**src/rtl/ysyx_25040109_mem_arb.sv**
```systemverilog
// Round-robin arbiter merging N request/response channels onto one memory port.
// One transaction in flight at a time, with a response watchdog.
module ysyx_25040109_mem_arb #(
    parameter int NCH     = 2,
    parameter int AW      = 32,
    parameter int DW      = 32,
    parameter int TIMEOUT = 255
) (
    input  logic                    clk,
    input  logic                    rst,
    input  logic [NCH-1:0]          m_req_valid,
    output logic [NCH-1:0]          m_req_ready,
    input  logic [NCH-1:0]          m_req_wen,
    input  logic [NCH*AW-1:0]       m_req_addr,
    input  logic [NCH*DW-1:0]       m_req_wdata,
    input  logic [NCH*3-1:0]        m_req_wlen,
    output logic [NCH-1:0]          m_rsp_valid,
    input  logic [NCH-1:0]          m_rsp_ready,
    output logic [DW-1:0]           m_rsp_rdata,
    output logic                    m_rsp_err,
    output logic                    s_req_valid,
    input  logic                    s_req_ready,
    output logic                    s_req_wen,
    output logic [AW-1:0]           s_req_addr,
    output logic [DW-1:0]           s_req_wdata,
    output logic [2:0]              s_req_wlen,
    input  logic                    s_rsp_valid,
    output logic                    s_rsp_ready,
    input  logic [DW-1:0]           s_rsp_rdata,
    output logic                    busy,
    output logic [$clog2(NCH)-1:0]  owner
);

    localparam int OW = $clog2(NCH);
    localparam int CW = (TIMEOUT > 0) ? $clog2(TIMEOUT + 1) : 1;

    typedef enum logic [1:0] {
        IDLE,
        REQ,
        RSP,
        ERR
    } state_e;

    state_e          state_q, state_d;
    logic [OW-1:0]   rr_ptr_q, rr_ptr_d;
    logic [OW-1:0]   owner_q, owner_d;
    logic [CW-1:0]   cnt_q, cnt_d;
    logic            wen_q, wen_d;
    logic [AW-1:0]   addr_q, addr_d;
    logic [DW-1:0]   wdata_q, wdata_d;
    logic [2:0]      wlen_q, wlen_d;

    logic            sel_found;
    logic [OW-1:0]   sel_idx;
    logic [CW-1:0]   cnt_inc;
    logic            wd_hit;
    logic [OW-1:0]   next_ptr;

    // Scan channels upward from rr_ptr, wrapping at NCH (need not be a power of 2).
    always_comb begin
        int idx;
        idx       = 0;
        sel_found = 1'b0;
        sel_idx   = '0;
        for (int k = 0; k < NCH; k++) begin
            idx = int'(rr_ptr_q) + k;
            if (idx >= NCH) idx = idx - NCH;
            if (!sel_found && m_req_valid[idx]) begin
                sel_found = 1'b1;
                sel_idx   = OW'(idx);
            end
        end
    end

    // Saturating watchdog; a hit means the counter reaches TIMEOUT on this edge.
    always_comb begin
        cnt_inc = (cnt_q == CW'(TIMEOUT)) ? cnt_q : cnt_q + CW'(1);
        wd_hit  = (TIMEOUT != 0) && (cnt_inc == CW'(TIMEOUT));
    end

    assign next_ptr = (owner_q == OW'(NCH - 1)) ? '0 : owner_q + OW'(1);

    always_comb begin
        state_d     = state_q;
        rr_ptr_d    = rr_ptr_q;
        owner_d     = owner_q;
        cnt_d       = cnt_q;
        wen_d       = wen_q;
        addr_d      = addr_q;
        wdata_d     = wdata_q;
        wlen_d      = wlen_q;
        m_req_ready = '0;
        m_rsp_valid = '0;
        m_rsp_rdata = '0;
        m_rsp_err   = 1'b0;
        s_req_valid = 1'b0;
        s_rsp_ready = 1'b0;
        unique case (state_q)
            IDLE: begin
                if (sel_found) begin
                    m_req_ready[sel_idx] = 1'b1;
                    wen_d   = m_req_wen[sel_idx];
                    addr_d  = m_req_addr[int'(sel_idx)*AW +: AW];
                    wdata_d = m_req_wdata[int'(sel_idx)*DW +: DW];
                    wlen_d  = m_req_wlen[int'(sel_idx)*3 +: 3];
                    owner_d = sel_idx;
                    cnt_d   = '0;
                    state_d = REQ;
                end
            end
            REQ: begin
                s_req_valid = 1'b1;
                if (TIMEOUT != 0) cnt_d = cnt_inc;
                if (s_req_ready) begin
                    state_d = RSP;
                end else if (wd_hit) begin
                    state_d = ERR;
                end
            end
            RSP: begin
                m_rsp_valid[owner_q] = s_rsp_valid;
                m_rsp_rdata          = s_rsp_rdata;
                s_rsp_ready          = m_rsp_ready[owner_q];
                if (TIMEOUT != 0) cnt_d = cnt_inc;
                if (s_rsp_valid && m_rsp_ready[owner_q]) begin
                    rr_ptr_d = next_ptr;
                    state_d  = IDLE;
                end else if (wd_hit) begin
                    state_d = ERR;
                end
            end
            ERR: begin
                m_rsp_valid[owner_q] = 1'b1;
                m_rsp_err            = 1'b1;
                if (m_rsp_ready[owner_q]) begin
                    rr_ptr_d = next_ptr;
                    state_d  = IDLE;
                end
            end
            default: state_d = IDLE;
        endcase
    end

    always_ff @(posedge clk) begin
        if (!rst) begin
            state_q  <= IDLE;
            rr_ptr_q <= '0;
            owner_q  <= '0;
            cnt_q    <= '0;
            wen_q    <= 1'b0;
            addr_q   <= '0;
            wdata_q  <= '0;
            wlen_q   <= '0;
        end else begin
            state_q  <= state_d;
            rr_ptr_q <= rr_ptr_d;
            owner_q  <= owner_d;
            cnt_q    <= cnt_d;
            wen_q    <= wen_d;
            addr_q   <= addr_d;
            wdata_q  <= wdata_d;
            wlen_q   <= wlen_d;
        end
    end

    assign s_req_wen   = wen_q;
    assign s_req_addr  = addr_q;
    assign s_req_wdata = wdata_q;
    assign s_req_wlen  = wlen_q;
    assign busy        = (state_q != IDLE);
    assign owner       = owner_q;

endmodule

```
**config.mk**
```make
export PLATFORM = sky130hd
export DESIGN_NAME = ysyx_25040109_mem_arb
export DESIGN_NICKNAME = d
export VERILOG_FILES = /design/src/rtl/ysyx_25040109_mem_arb.sv
export SDC_FILE = /design/constraint.sdc
export NUM_CORES = 1
export LEC_CHECK = 0
export ABC_AREA = 1
export ABC_CLOCK_PERIOD_IN_PS = 4300
export BUFFER_PORTS_ARGS = -buffer_cell sky130_fd_sc_hd__buf_2
export CAP_MARGIN = 30
export CORE_AREA = 2 2 109 111
export CTS_CLUSTER_SIZE = 20
export DETAILED_ROUTE_END_ITERATION = 8
export DIE_AREA = 0 0 111 113
export PLACE_DENSITY = 0.7
export RECOVER_POWER = 100
export SETUP_SLACK_MARGIN = 0.1
export SLEW_MARGIN = 30
export SYNTH_ARGS = -nofsm -noshare
export SYNTH_HDL_FRONTEND = slang
export SYNTH_SLANG_ARGS = --single-unit
```
**constraint.sdc**
```tcl
create_clock -name clk -period 4.3 [get_ports clk]
set_input_delay 0.86 -clock clk [delete_from_list [all_inputs] [get_ports clk]]
set_output_delay 0.86 -clock clk [all_outputs]
set_load 0.005 [all_outputs]
```
# Word-level counts from Yosys, hierarchy flattened
# Cells that the tools add are included.
# op_classes
mul,1
eq_ne,8
add_sub_neg,5
n_shift,3
n_reduce_logical,14
bitwise_logic,1
n_lt_le_gt_ge,8
muxes,40
# ops
operator,count
$shiftx 64x7->32,2
$mux 32,3
$lt 32x3->1 const B,2
$mux 1,22
$eq 8x8->1 const B,2
$mux 8,2
$pmux 8 s2,1
$mux 2,7
$add 8x1->8 const B,1
$pmux 2 s4,1
$ne 2x2->1 const B,3
$reduce_and 2->1,3
$reduce_bool 2->1,3
$shiftx 6x4->3,1
$eq 2x2->1 const B,2
$logic_and 1x1->1,4
$lt 1x2->1 const B,2
$pmux 2 s2,1
$mul 1x2->3 const B,1
$reduce_and 3->1,1
$sub 1x2->3 const B,1
$sub 2x2->3 const B,1
$add 1x1->2 const B,1
$and 2x2->2,1
other kinds (10),12
# totals
output_inout_bits,109
regBits,80

# Longest topological paths before layout
# depth
ltp_word,15
depth_mapped,12

# Least setup slack after synthesis
# OpenSTA, ideal clock, no wires.
# synth_path
path_type,input-to-output
from,in m_req_valid[1]
to,out m_req_ready[0]
setup_slack_ns,1.865
cell_stages,8
path_buffers,2
arrival_time_ns,1.575
cell_sequence,inv_1 > nand3_1 > nand2_1 > inv_2 > buf_4 > nand2_1 > inv_2 > buf_6
# synth_between
elab_chain_cells,13
word_cells_on_any_way,19
classes_between,order compare: 2; mux: 14; reduce/logical: 3
# synth_rtl
item,line,text
start: declaration,11,"input logic [NCH-1:0] m_req_valid,"
$mux 1 (implied by the code) (3 in a row),68,if (!sel_found && m_req_valid[idx]) begin
$mux 1,68,
$logic_not 1->1,68,
$logic_and 1x1->1,68,
$mux 1,68,
$lt 1x2->1 (implied by the code) or $ge 1x1->1 (tied branches),101,m_req_ready[sel_idx] = 1'b1;
$logic_and 1x1->1 (implied by the code),101,
$mux 1 (implied by the code),101,
$demux 1 s1,101,
$mux 2 (*),100,if (sel_found) begin
$mux 2 (*),98,unique case (state_q)
end: declaration,12,"output logic [NCH-1:0] m_req_ready,"
# Mark *: on every way between the ends. The rest lies on a longest branch, timed or not. The select of a mux whose other input is x is not followed.

# Worst setup path in the final report
# layout_path
from,in rst
to,reg addr_q[17] (netlist: s_req_addr[17])
# layout_lines
item,line,text
start: declaration,10,"input logic rst,"
end signal: assignment,160,addr_q <= addr_d;
end: declaration,49,"logic [AW-1:0] addr_q, addr_d;"
# No word-level cell between the ends.

==> summary.txt <==
Floorplanning
  • Die Ht: 113 um
  • Top Ports: 285
  • DIE WIDTH: 111 um
  • Num rows: 39
  • Core Area: 0.0113 mm^2
  • Full die area: 0.0125 mm^2
  • Starting Density: 0.346

Placed design
  • RePlAce Congestion: 0.819
  • Dpl ws: 1.52 ns
  • Placed insts: 985
  • DP Wirelength: 9.48 mm
  • Area after DPL: 0.00537 mm^2
  • Port buffer count: 284

Logic synthesis
  • Sequential share of the synthesized area: 0.411
  • Syn Nets: 770
  • Cell variety after synth: 25
  • Synthesized flop and latch total: 80
  • Post-Syn Area: 0.00390 mm^2
  • Synth warn: 0
  • Post-Syn Instances: 589
  • Mean Syn Cell Area: 6.62 um^2

Global routing
  • Remaining Overflow, GRT: 0
  • First-pass GRT wire length: 20.8 mm
  • Vias in the first global route: 4309
  • Pin count of the biggest net entering global routing: 83
  • Antenna violations before repair: 1
  • Total track usage: 0.201

Routing
  • DR vias: 4583
  • DRT iter0 DRCs: 182
  • Final ANT Viol Nets: 0
  • Routed length per instance: 12.8 um
  • Drt first pass iters: 4
  • Via density: 4.58
  • Drt drc: 0
  • Total Wirelength: 12.8 mm

Setup path
  • Arr. time, crit path: 3.50 ns
  • Crit path launch type: primary input
  • Critical path class: in2reg
  • Critical path data required time: 4.54 ns
  • Worst Path Max Fanout: 43
  • CP Capture Type: flip-flop

STA
  • Worst-Margin Slew: 1.54 ns
  • Unrepaired setup endpoints after global routing: no
  • Final setup TNS: 0 ns
  • Clock skew: 0.00526 ns
  • Fin crit share: 0.758
  • Fmax: 307 MHz
  • Max transition margin: -0.0271
  • Max Slew Vio Count: 44
  • Number of hold violations in the final report: 0
  • Setup-failing EPs final: 0
  • Worst setup margin: 1.04 ns
  • Period minus WS final: 3.26 ns

Clocking
  • Post-CTS resize count: 0
  • Skew-Pair Late Insertion Delay: 0.33 ns
  • Reg clk slew, reported paths: 0.06 ns
  • CTS tree: yes
  • Clock root buffer: clkbuf_16
  • Post-CTS Setup Bufs: 0
  • Clock buffer depth: 2
  • H-tree Lvls: 3
  • Sink Count: 80
  • Post-CTS Hold Buffers: 0
  • Total CTS buffers: 9

Power
  • Pwr Total: 0.00197 W
  • Maximum vdd drop: 0.216 mV
  • Pwr dens: 352 mW/mm^2
  • P_leak: 2.95 nW

Run
  • Max cap viols: 1

Final layout
  • Final instance area: 0.00560 mm^2
  • Layout Nets: 1034
  • Commonest non-fill, non-tap cells in the layout: nand2_1 (257), buf_2 (234), dfxtp_1 (80), a31oi_1 (68), inv_1 (53)
  • Most common cell after layout, fill and taps aside: nand2_1
  • Share of layout cells above drive strength 1: 0.310
  • Fillers: 1185
  • Layout Cells excl Fill: 1000
  • Synthesis-to-layout area growth: 43.7%

Status
  • Violations in the final reports: capacitance limit, slew limit
  • Run status: finished, violations left

Worst hold path
  • Worst hold path class: reg2reg
critical path: stages:
cell,delay [ns]
clkbuf_1,1.09
inv_1,0.55
clkbuf_1,0.63
a31oi_1,0.35
cells in the mapped netlist, drive strengths merged:
| cell type | n | share of area |
|---|---|---|
| nand2 | 260 | 0.25 |
| dfxtp | 80 | 0.41 |
| a31oi | 68 | 0.11 |
| inv | 56 | 0.054 |
| o21ai | 44 | 0.057 |
| clkbuf | 25 | 0.024 |
| a21oi | 15 | 0.021 |
| nor2 | 13 | 0.018 |
| buf | 11 | 0.018 |
| nand3 | 6 | 0.0077 |
| ha | 5 | 0.016 |
| nand4 | 2 | 0.0032 |
| a311oi | 1 | 0.0022 |
| o21bai | 1 | 0.0019 |
| xnor2 | 1 | 0.0022 |
| xor2 | 1 | 0.0022 |
final timing paths:
kind / slack [ns] / end / cells after the start / from
worst min register to register: 0.49 / s_req_addr[13]$_SDFFE_PN0P_ / 2 / s_req_addr[13]$_SDFFE_PN0P_
worst max register to register: 2.25 / rr_ptr_q$_SDFFE_PN0P_ / 6 / state_q[0]$_SDFFE_PN0P_
worst max-delay path: 1.04 / s_req_addr[17]$_SDFFE_PN0P_ / 4 / rst
worst min-delay path: 0.49 / s_req_addr[13]$_SDFFE_PN0P_ / 2 / s_req_addr[13]$_SDFFE_PN0P_
flip-flops by register name, indices dropped and copies added, names as in the netlist:
signal / count
owner: 1
s_req_wlen: 3
s_req_addr: 32
state_q: 2
s_req_wdata: 32
cnt_q: 8
s_req_wen: 1
rr_ptr_q: 1
cell type report:
| cell class | instances | area (um^2) | share of cell area |
|---|---|---|---|
| sequential | 80 | 1600 | 0.286 |
| multi-input combinational | 417 | 1920 | 0.342 |
| clock inverter | 3 | 42.5 | 0.00760 |
| inverter | 56 | 210 | 0.0375 |
| tap | 143 | 179 | 0.0320 |
| clock buffer | 11 | 253 | 0.0451 |
| timing repair buffer | 289 | 1400 | 0.249 |
| antenna | 1 | 2.50 | 0.000447 |
layer usage:
| metal | wire length, um | GRT usage | share of wire |
|---|---|---|---|
| met5 | 0 | 0 | 0 |
| met2 | 6000 | 0.339 | 0.47 |
| met3 | 1010 | 0.0621 | 0.079 |
| met1 | 5510 | 0.246 | 0.43 |
| met4 | 267 | 0.0700 | 0.021 |
metrics by stage:
| step | util | hold WS, ns |
|---|---|---|
| floorplan | - | 0.475 |
| global placement | 0.476 | 0.474 |
| detailed placement | 0.477 | 0.476 |
| CTS | 0.503 | 0.486 |
| global route | 0.497 | 0.506 |
| finish | 0.497 | 0.486 |
where the power goes:
| group | total (W) | switching (W) | internal (W) | leakage [nW] |
|---|---|---|---|---|
| sequential | 0.000846 | 0.0000344 | 0.000812 | 0.661 |
| combinational | 0.000359 | 0.000203 | 0.000156 | 2.14 |
| clock | 0.000765 | 0.000291 | 0.000474 | 0.143 |
logic make-up (layout without fill, tap and decap cells):
group	Yosys count	count (layout)	synth area share
simple gates	281	281	0.281
compound gates	129	129	0.191
buf+inv	92	359	0.0963
flops	80	80	0.411
fa+ha+maj	5	5	0.0161
xor+xnor	2	2	0.00450
other cells	0	1	0
(Power assumes the default switching activity.)
